$ cat src/rtl/fp_op_arbiter_if.sv
// Bundle of requester-side and FP-unit-side signals for fp_op_arbiter.
// The master modport is the arbiter's view; slave is the environment's view.
interface fp_op_arbiter_if #(
    parameter int N_REQ = 3
);
    logic [32*N_REQ-1:0] i_REQ_A;
    logic [32*N_REQ-1:0] i_REQ_B;
    logic [N_REQ-1:0]    i_REQ_STB;
    logic [N_REQ-1:0]    o_REQ_ACK;
    logic [31:0]         o_RSP_Z;
    logic [N_REQ-1:0]    o_RSP_STB;
    logic [N_REQ-1:0]    i_RSP_ACK;
    logic [31:0]         o_FP_A;
    logic [31:0]         o_FP_B;
    logic                o_FP_AB_STB;
    logic                i_FP_AB_ACK;
    logic [31:0]         i_FP_Z;
    logic                i_FP_Z_STB;
    logic                o_FP_Z_ACK;
    logic [1:0]          o_GRANT;
    logic                o_BUSY;
    logic                o_ERR;

    modport master (
        input  i_REQ_A, i_REQ_B, i_REQ_STB, i_RSP_ACK, i_FP_AB_ACK, i_FP_Z, i_FP_Z_STB,
        output o_REQ_ACK, o_RSP_Z, o_RSP_STB, o_FP_A, o_FP_B, o_FP_AB_STB, o_FP_Z_ACK,
               o_GRANT, o_BUSY, o_ERR
    );

    modport slave (
        output i_REQ_A, i_REQ_B, i_REQ_STB, i_RSP_ACK, i_FP_AB_ACK, i_FP_Z, i_FP_Z_STB,
        input  o_REQ_ACK, o_RSP_Z, o_RSP_STB, o_FP_A, o_FP_B, o_FP_AB_STB, o_FP_Z_ACK,
               o_GRANT, o_BUSY, o_ERR
    );
endinterface

$ cat src/rtl/fp_op_arbiter.sv
// Round-robin arbiter sharing one floating-point unit among N_REQ requesters,
// one operation in flight, with a WAIT_Z timeout that returns qNaN and sets a sticky error.
module fp_op_arbiter #(
    parameter int N_REQ       = 3,
    parameter int TIMEOUT_CYC = 255
) (
    input logic             i_CLK,
    input logic             i_RSTN,
    fp_op_arbiter_if.master bus
);
    typedef enum logic [1:0] {ST_IDLE, ST_ISSUE, ST_WAIT_Z, ST_RETURN} state_t;

    localparam logic [7:0]       TMO_LAST = 8'(TIMEOUT_CYC - 1);
    localparam logic [31:0]      QNAN     = 32'h7fc00000;
    localparam logic [N_REQ-1:0] ONE      = N_REQ'(1);

    state_t           state_q;
    logic [1:0]       grant_q;
    logic [1:0]       last_grant_q;
    logic [N_REQ-1:0] req_ack_q;
    logic [N_REQ-1:0] rsp_stb_q;
    logic [31:0]      rsp_z_q;
    logic [31:0]      fp_a_q;
    logic [31:0]      fp_b_q;
    logic             fp_ab_stb_q;
    logic             fp_z_ack_q;
    logic             busy_q;
    logic             err_q;
    logic [7:0]       tmo_q;

    logic             pick_vld_d;
    logic [1:0]       grant_d;
    logic [31:0]      a_sel_d;
    logic [31:0]      b_sel_d;
    logic [N_REQ-1:0] stb_rot_d;
    int               cand_d;

    // Search starts one past the last completed grant, so a continuously
    // requesting client waits behind every other active requester.
    always_comb begin
        pick_vld_d = 1'b0;
        grant_d    = '0;
        cand_d     = 0;
        stb_rot_d  = '0;
        for (int i = 0; i < N_REQ; i++) begin
            cand_d    = (int'(last_grant_q) + 1 + i) % N_REQ;
            stb_rot_d = bus.i_REQ_STB >> cand_d;
            if (!pick_vld_d && stb_rot_d[0]) begin
                pick_vld_d = 1'b1;
                grant_d    = 2'(cand_d);
            end
        end
        a_sel_d = 32'(bus.i_REQ_A >> (32 * int'(grant_d)));
        b_sel_d = 32'(bus.i_REQ_B >> (32 * int'(grant_d)));
    end

    always_ff @(posedge i_CLK or negedge i_RSTN) begin
        if (!i_RSTN) begin
            state_q      <= ST_IDLE;
            grant_q      <= '0;
            last_grant_q <= 2'(N_REQ - 1);
            req_ack_q    <= '0;
            rsp_stb_q    <= '0;
            rsp_z_q      <= '0;
            fp_a_q       <= '0;
            fp_b_q       <= '0;
            fp_ab_stb_q  <= 1'b0;
            fp_z_ack_q   <= 1'b0;
            busy_q       <= 1'b0;
            err_q        <= 1'b0;
            tmo_q        <= '0;
        end else begin
            req_ack_q  <= '0;
            fp_z_ack_q <= 1'b0;
            case (state_q)
                ST_IDLE: begin
                    if (pick_vld_d) begin
                        grant_q     <= grant_d;
                        req_ack_q   <= ONE << grant_d;
                        fp_a_q      <= a_sel_d;
                        fp_b_q      <= b_sel_d;
                        fp_ab_stb_q <= 1'b1;
                        busy_q      <= 1'b1;
                        state_q     <= ST_ISSUE;
                    end
                end
                ST_ISSUE: begin
                    if (fp_ab_stb_q && bus.i_FP_AB_ACK) begin
                        fp_ab_stb_q <= 1'b0;
                        tmo_q       <= '0;
                        state_q     <= ST_WAIT_Z;
                    end
                end
                ST_WAIT_Z: begin
                    if (bus.i_FP_Z_STB) begin
                        rsp_z_q    <= bus.i_FP_Z;
                        fp_z_ack_q <= 1'b1;
                        rsp_stb_q  <= ONE << grant_q;
                        state_q    <= ST_RETURN;
                    end else if (tmo_q >= TMO_LAST) begin
                        err_q     <= 1'b1;
                        rsp_z_q   <= QNAN;
                        rsp_stb_q <= ONE << grant_q;
                        state_q   <= ST_RETURN;
                    end else if (tmo_q != 8'hff) begin
                        tmo_q <= tmo_q + 8'd1;
                    end
                end
                ST_RETURN: begin
                    // rsp_stb_q is one-hot on the grant, so this masks off other acks
                    if ((bus.i_RSP_ACK & rsp_stb_q) != '0) begin
                        rsp_stb_q    <= '0;
                        last_grant_q <= grant_q;
                        busy_q       <= 1'b0;
                        state_q      <= ST_IDLE;
                    end
                end
                default: state_q <= ST_IDLE;
            endcase
        end
    end

    assign bus.o_REQ_ACK   = req_ack_q;
    assign bus.o_RSP_Z     = rsp_z_q;
    assign bus.o_RSP_STB   = rsp_stb_q;
    assign bus.o_FP_A      = fp_a_q;
    assign bus.o_FP_B      = fp_b_q;
    assign bus.o_FP_AB_STB = fp_ab_stb_q;
    assign bus.o_FP_Z_ACK  = fp_z_ack_q;
    assign bus.o_GRANT     = grant_q;
    assign bus.o_BUSY      = busy_q;
    assign bus.o_ERR       = err_q;
endmodule

$ cat src/flat_wrapper.sv
// flat-port wrapper written by rule: the top's interface ports become plain ports
module fp_op_arbiter_flat 
#(
    parameter int N_REQ       = 3,
    parameter int TIMEOUT_CYC = 255
)
  (i_CLK, i_RSTN, bus_i_REQ_A, bus_i_REQ_B, bus_i_REQ_STB, bus_i_RSP_ACK, bus_i_FP_AB_ACK, bus_i_FP_Z, bus_i_FP_Z_STB, bus_o_REQ_ACK, bus_o_RSP_Z, bus_o_RSP_STB, bus_o_FP_A, bus_o_FP_B, bus_o_FP_AB_STB, bus_o_FP_Z_ACK, bus_o_GRANT, bus_o_BUSY, bus_o_ERR);
  fp_op_arbiter_if #(.N_REQ(N_REQ)) bus_i ();
  input logic i_CLK;
  input logic i_RSTN;
  input wire logic [$bits(bus_i.i_REQ_A)-1:0] bus_i_REQ_A;
  input wire logic [$bits(bus_i.i_REQ_B)-1:0] bus_i_REQ_B;
  input wire logic [$bits(bus_i.i_REQ_STB)-1:0] bus_i_REQ_STB;
  input wire logic [$bits(bus_i.i_RSP_ACK)-1:0] bus_i_RSP_ACK;
  input wire logic [$bits(bus_i.i_FP_AB_ACK)-1:0] bus_i_FP_AB_ACK;
  input wire logic [$bits(bus_i.i_FP_Z)-1:0] bus_i_FP_Z;
  input wire logic [$bits(bus_i.i_FP_Z_STB)-1:0] bus_i_FP_Z_STB;
  output wire logic [$bits(bus_i.o_REQ_ACK)-1:0] bus_o_REQ_ACK;
  output wire logic [$bits(bus_i.o_RSP_Z)-1:0] bus_o_RSP_Z;
  output wire logic [$bits(bus_i.o_RSP_STB)-1:0] bus_o_RSP_STB;
  output wire logic [$bits(bus_i.o_FP_A)-1:0] bus_o_FP_A;
  output wire logic [$bits(bus_i.o_FP_B)-1:0] bus_o_FP_B;
  output wire logic [$bits(bus_i.o_FP_AB_STB)-1:0] bus_o_FP_AB_STB;
  output wire logic [$bits(bus_i.o_FP_Z_ACK)-1:0] bus_o_FP_Z_ACK;
  output wire logic [$bits(bus_i.o_GRANT)-1:0] bus_o_GRANT;
  output wire logic [$bits(bus_i.o_BUSY)-1:0] bus_o_BUSY;
  output wire logic [$bits(bus_i.o_ERR)-1:0] bus_o_ERR;
  assign bus_i.i_REQ_A = bus_i_REQ_A;
  assign bus_i.i_REQ_B = bus_i_REQ_B;
  assign bus_i.i_REQ_STB = bus_i_REQ_STB;
  assign bus_i.i_RSP_ACK = bus_i_RSP_ACK;
  assign bus_i.i_FP_AB_ACK = bus_i_FP_AB_ACK;
  assign bus_i.i_FP_Z = bus_i_FP_Z;
  assign bus_i.i_FP_Z_STB = bus_i_FP_Z_STB;
  assign bus_o_REQ_ACK = bus_i.o_REQ_ACK;
  assign bus_o_RSP_Z = bus_i.o_RSP_Z;
  assign bus_o_RSP_STB = bus_i.o_RSP_STB;
  assign bus_o_FP_A = bus_i.o_FP_A;
  assign bus_o_FP_B = bus_i.o_FP_B;
  assign bus_o_FP_AB_STB = bus_i.o_FP_AB_STB;
  assign bus_o_FP_Z_ACK = bus_i.o_FP_Z_ACK;
  assign bus_o_GRANT = bus_i.o_GRANT;
  assign bus_o_BUSY = bus_i.o_BUSY;
  assign bus_o_ERR = bus_i.o_ERR;
  fp_op_arbiter #(.N_REQ(N_REQ), .TIMEOUT_CYC(TIMEOUT_CYC)) u_core (.i_CLK(i_CLK), .i_RSTN(i_RSTN), .bus(bus_i));
endmodule
$ cat config.mk
export PLATFORM = sky130hd
export DESIGN_NAME = fp_op_arbiter_flat
export DESIGN_NICKNAME = d
export VERILOG_FILES = /design/src/rtl/fp_op_arbiter_if.sv /design/src/rtl/fp_op_arbiter.sv /design/src/flat_wrapper.sv
export SDC_FILE = /design/constraint.sdc
export NUM_CORES = 1
export LEC_CHECK = 0
export CAP_MARGIN = 20
export CORE_MARGIN = 4
export CORE_UTILIZATION = 38
export DETAILED_ROUTE_END_ITERATION = 7
export PLACE_DENSITY = 0.77
export REMOVE_ABC_BUFFERS = 1
export SYNTH_ARGS = -nofsm -noshare
export SYNTH_HDL_FRONTEND = slang
export SYNTH_SLANG_ARGS = --single-unit
$ cat constraint.sdc
create_clock -name i_CLK -period 4 [get_ports i_CLK]
set_clock_uncertainty 0.1 [all_clocks]
set_input_delay 0.6 -clock i_CLK [delete_from_list [all_inputs] [get_ports i_CLK]]
set_output_delay 0.6 -clock i_CLK [all_outputs]
set_load 0.01 [all_outputs]
# Word-level counts from Yosys, hierarchy flattened
# Cells that the tools add are included.
[classes]
n_addsub = 4
multipliers = 0
n_div = 3
n_lt_le_gt_ge = 1
eq_ne = 11
shifts = 7
n_mux = 32
n_bitwise = 2
n_reduce_logical = 21
[ops]
columns = ["op", "count"]
rows = [
  ["right shift 96 x 7 -> 32 bit", 2],
  ["modulo 32 x 3 -> 32 bit, second input constant", 3],
  ["right shift 3 x 32 -> 1 bit", 3],
  ["two-way mux 32 bit", 2],
  ["adder 32 x 2 -> 32 bit, second input constant", 1],
  ["adder 32 x 3 -> 32 bit, second input constant", 1],
  ["two-way mux 8 bit", 4],
  ["two-way mux 2 bit", 8],
  ["case mux 8 bit (2 select lines)", 1],
  ["two-way mux 3 bit", 5],
  ["AND reduction 3 bit", 4],
  ["nonzero test 2 bit", 5],
  ["adder 8 x 1 -> 8 bit, second input constant", 1],
  [">= comparator 8 bit, second input constant", 1],
  ["two-way mux 1 bit", 8],
  ["!= test 2 x 1 -> 1 bit, second input constant", 4],
  ["!= test 8 bit, second input constant", 1],
  ["case mux 2 bit (4 select lines)", 1],
  ["case mux 3 bit (2 select lines)", 1],
  ["AND reduction 2 bit", 3],
  ["left shift 1 x 2 -> 3 bit, first input constant", 2],
  ["AND reduction 5 bit", 1],
  ["equality test 2 bit, second input constant", 2],
  ["!= test 2 bit, second input constant", 2],
  ["11 further kinds", 15],
]
[totals]
ff_bits = 120
latchBits = 0
mem_bits_rw = 0
romBits = 0
elab_cells = 94
memories = 0

# Depth between registers and ports, before layout
[depth]
word_depth = 13
mapped_depth = 18

# Least setup slack after synthesis
# No wires, ideal clock.
[synth_path]
path_kind = "register -> register"
startpoint = "register u_core.last_grant_q[1]"
endpoint = "register u_core.fp_a_q[13], in the netlist u_core.bus.o_FP_A[13]"
setup_ns = 0.126
t_arrival_ns = 4.143
t_required_ns = 3.774
path_slack_ns = -0.369
stages_incl_launch_ff = 19
path_buffers = 5
synth_period_minus_slack_ns = 4.369
cell_sequence = "dfstp_2 -> inv_1 -> ha_1 -> buf_4 -> buf_2 -> buf_1 -> xnor2_1 -> ha_1 -> inv_1 -> ha_1 -> nor3b_2 -> o32ai_1 -> a221o_2 -> nor3b_2 -> o22a_1 -> buf_6 -> buf_4 -> a211oi_1 -> o21ai_1"
[synth_via]
elab_chain_cells = 11
elab_cells_between_ends = 21
cone_classes = "3 x add/sub; 3 x div; 4 x shift; 6 x mux; 5 x reduce/logical"
[synth_rtl]
columns = ["element", "line_no", "rtl"]
rows = [
  ["from (decl)", "fp_op_arbiter.sv:19", "logic [1:0] last_grant_q;"],
  ["from (signal assigned)", "fp_op_arbiter.sv:61", "last_grant_q <= 2'(N_REQ - 1);"],
  ["from (signal assigned)", "fp_op_arbiter.sv:113", "last_grant_q <= grant_q;"],
  ["adder 2 x 1 -> 3 bit (*)", "fp_op_arbiter.sv:46", "cand_d = (int'(last_grant_q) + 1 + i) % N_REQ;"],
  ["parallel branches: the longest is 10 deep, another holds adder 32 x 2 -> 32 bit", "-", ""],
  ["to (signal assigned)", "fp_op_arbiter.sv:80", "fp_a_q <= a_sel_d;"],
  ["to (decl)", "fp_op_arbiter.sv:23", "logic [31:0] fp_a_q;"],
]
# Every way passes the cells marked *.
# A chain may end at the register's enable or synchronous reset.

# Worst setup path in the final report
[layout_path]
startpoint = "register u_core.last_grant_q[1]"
endpoint = "register u_core.fp_b_q[6], in the netlist u_core.bus.o_FP_B[6]"
[layout_via]
elab_chain_cells = 11
elab_cells_between_ends = 21
cone_classes = "3 x add/sub; 3 x div; 4 x shift; 6 x mux; 5 x reduce/logical"
[layout_rtl]
columns = ["element", "line_no", "rtl"]
rows = [
  ["adder 2 x 1 -> 3 bit (*)", "fp_op_arbiter.sv:46", ""],
  ["parallel branches: the longest is 10 deep, another holds adder 32 x 2 -> 32 bit", "-", ""],
  ["to (signal assigned)", "fp_op_arbiter.sv:81", "fp_b_q <= b_sel_d;"],
  ["to (decl)", "fp_op_arbiter.sv:24", "logic [31:0] fp_b_q;"],
]
# Marked as above.

==> implementation parameters <==
Parameter                              Value

Floorplanning
  IO Pins ... 342
  Area enclosed by the die boundary ... 21500 um^2
  Horizontal die dimension ... 147 um
  Chip height ... 147 um
  Row count ... 50
  Initial Utilization ... 38.9%
  Area inside the core boundary ... 18800 um^2

Yosys
  Total number of yosys warnings ... 0
  Number of enable-type register cells in the synthesized netlist ... 0
  Async set-or-reset flop fraction in the synthesized netlist ... 100%
  Mean area per synthesized cell ... 9.69 um^2
  Synth Flop Type ... dfrtp_1
  Number of distinct library cell variants in the gate-level netlist after synthesis ... 56
  Number of instances in the synthesized netlist ... 755
  Flops & latches, synth ... 120
  Post-synthesis sequential area ratio ... 41.0%
  Cell area after synthesis ... 7320 um^2

Timing
  Final-report hold violation count ... 0
  Final count of pins violating max slew ... 0
  Final Critical Period ... 3.85 ns
  RSZ-0062 raised after global routing ... yes
  Slew margin rel. ... 45.8%
  Max frequency ... 0.260 GHz
  Worst Tran Pin Value ... 0.813 ns
  Final number of setup-violating endpoints ... 0
  Tcrit/Tclk final ... 96.2%

Critical path
  Reg-to-reg slack, setup ... 0.15 ns
  Kind of critical path ... register to register
  Maximum fanout along the worst path ... 9
  Startpoint type of the worst setup path ... register
  Critical Path End ... u_core.bus.o_FP_B[6]
  Worst Setup End Kind ... register
  Required time of the worst setup path ... 4.20 ns
  Crit path launch ... u_core.last_grant_q[1]
  Endpoint of the most critical register-to-register path ... u_core.bus.o_FP_B[6]
  Reg2reg path depth ... 17
  Crit Reg-Reg Startpoint ... u_core.last_grant_q[1]
  Critical path arrival ... 4.05 ns

Detailed routing
  DR WL/cell ... 20.3 um
  Vias per cell ... 5.48
  Count of TritonRoute iterations in the first routing pass ... 5
  Vias after detailed routing ... 7481
  Final Routed Wirelength ... 27.7 mm
  Drt drc ... 0
  Initial drt markers ... 372
  Number of nets with antenna violations after detailed routing ... 0

Power
  Total power per unit cell area ... 965 nW/um^2
  Final Power ... 11.6 mW
  Leakage Power ... 4.86 nW
  Maximum vdd ir drop ... 0.598 mV

Place
  Cell Area, Placed ... 11200 um^2
  Buffers added on ports ... 341
  Routability congestion estimate ... 0.856
  Half-perimeter wire length of the detailed placement result ... 19.7 mm

Final layout
  Filler Cells Inserted ... 1544
  Area Overhead vs Synth ... 64.4%
  Most used cells in the layout excluding fill and tap cells ... 340 x clkdlybuf4s50_1, 119 x dfrtp_1, 80 x nand2_1
  Storage element area ... 3000 um^2
  Proportion of layout cells with a drive suffix above 1 ... 11.6%
  Number of diodes ... 0
  Final Instance Area ... 12000 um^2
  Final net count ... 1346
  Area used by multi-input combinational logic ... 4120 um^2
  Layout Utilization ... 63.9%
  Leading cell type in the layout, fill and taps excluded ... clkdlybuf4s50_1

Clocking
  Clock tree from TritonCTS ... yes
  Number of sinks handled by clock tree synthesis ... 120
  Clock latency on the worst-skew pair ... 0.41 ns
  Total clock buffers created by CTS ... 17
  H-tree depth ... 4
  Maximum buffer depth of the clock tree ... 2
  Root Driver ... clkbuf_16
  Clock edge transition at the registers on the reported setup and hold paths ... 0.06 ns
  Hold buffers post-CTS ... 0

GRT
  First-pass GRT wire length ... 41.5 mm
  Largest net degree at the start of global routing ... 62
  Global route total overflow ... 0
  Antenna violations before repair ... 0
  Overall track demand over capacity in global routing ... 24.2%
  Via count of the first global-routing pass ... 7535

Outcome
  Run status ... complete, no violations

Run
  Number of violations of the max-capacitance limit ... 0

Hold path
  Class of the tightest hold or removal check ... input pin to async pin
## cells by family (layout without fill, tap and decap cells)
| kind of cell | Yosys count | after routing | synth area share, % |
|---|---|---|---|
| buf+inv | 82 | 432 | 5.40 |
| simple gates | 130 | 130 | 7.98 |
| mux | 71 | 71 | 9.78 |
| fa+ha+maj | 19 | 19 | 3.25 |
| compound gates | 327 | 328 | 31.8 |
| flops | 120 | 120 | 41.0 |
| xor+xnor | 6 | 6 | 0.718 |
## report_power, final
group	leakage (nW)	switching (mW)	internal, mW
clock network	0.297	0.596	1.00
registers	1.48	0.332	1.79
logic	3.08	4.24	3.65
total	4.86	5.17	6.44
## Yosys cell counts (3+ instances only)
master	instances	area [um^2]
o22a_1	10	87.6
nand2_1	81	304
nand3_1	3	15.0
buf_4	9	67.6
nor2b_1	4	25.0
xor2_1	4	35.0
nand2b_1	3	18.8
a211oi_2	12	150
o2bb2ai_1	64	561
nor2_1	18	67.6
inv_1	16	60.1
ha_1	19	238
buf_1	4	15.0
mux2i_1	67	671
clkbuf_1	25	93.8
nand4_1	4	25.0
buf_2	24	120
buf_6	3	33.8
dfrtp_1	119	2980
a21o_1	5	37.5
o21ai_1	72	360
a211oi_1	53	398
a22o_1	23	201
o21ai_0	67	335
and3_1	3	18.8
o21a_1	3	22.5
## worst min path at each step
stage | start | endpoint | slack, ns | cells after the start
2_1_floorplan | i_RSTN | u_core.bus.o_BUSY | 0.20 | 0
3_3_place_gp | u_core.bus.o_ERR | u_core.bus.o_ERR | 0.34 | 1
3_5_place_dp | u_core.bus.o_ERR | u_core.bus.o_ERR | 0.35 | 1
4_1_cts | i_RSTN | u_core.bus.o_RSP_Z[28] | 0.20 | 1
5_1_grt | i_RSTN | u_core.bus.o_ERR | 0.23 | 1
6_report | i_RSTN | u_core.bus.o_RSP_Z[28] | 0.17 | 1
## through the flow
stage	TNS (ns)	setup WS [ns]	hold slack, ns	cells
finish	0	0.151	0.173	1366
global route	-0.413	-0.0500	0.229	1366
CTS	0	0.00645	0.200	1359
detailed placement	-9.29	-0.299	0.355	1325
global placement	-3.03	-0.132	0.342	1325
floorplan	-283.41	-4.06	0.204	689
## registers in the layout, summed over array words and instances (netlist names)
register and flops:
u_core.bus.o_RSP_STB 3, u_core.bus.o_FP_A 32, u_core.last_grant_q 2, u_core.bus.o_RSP_Z 32, u_core.bus.o_REQ_ACK 3, u_core.bus.o_BUSY 1, u_core.state_q 2, u_core.tmo_q 8
u_core.bus.o_FP_B 32, u_core.bus.o_FP_Z_ACK 1, u_core.bus.o_FP_AB_STB 1, u_core.bus.o_GRANT 2, u_core.bus.o_ERR 1
## layer usage
| layer | global-route usage [%] | vias up | wire, um |
|---|---|---|---|
| met5 | 0 | - | 0 |
| met4 | 10.3 | 0 | 929 |
| met3 | 6.11 | 45 | 2250 |
| met2 | 40.1 | 341 | 13400 |
| met1 | 30.0 | 3557 | 11100 |
| li1 | - | 3538 | - |
## critical path, stage by stage (launching register included)
cell	delay [ns]
dfstp_2	0.56
ha_1	0.18
inv_1	0.08
ha_4	0.29
inv_1	0.05
nor2_1	0.11
ha_1	0.17
inv_1	0.05
ha_1	0.27
nor3b_4	0.24
o32ai_1	0.12
a221o_2	0.41
buf_4	0.17
nor3b_4	0.16
o22a_4	0.27
clkbuf_16	0.20
a211oi_1	0.21
o21ai_1	0.10
## what timing repair did
item,in CTS,in global routing
buffers inserted,1,4
pin swaps,3,20
gates resized for setup,5,28
cloned,1,3
endpoints found under the setup margin,64,65
## area by class of cell
cell class	instances	area share, %
flip-flops and latches	120	25.0
clock inverters	14	1.43
inverters	16	0.499
multi-input cells	554	34.2
clock buffers	18	3.65
well taps	260	2.70
repair buffers	384	32.5
No activity file was read; power rests on OpenSTA's default activity.
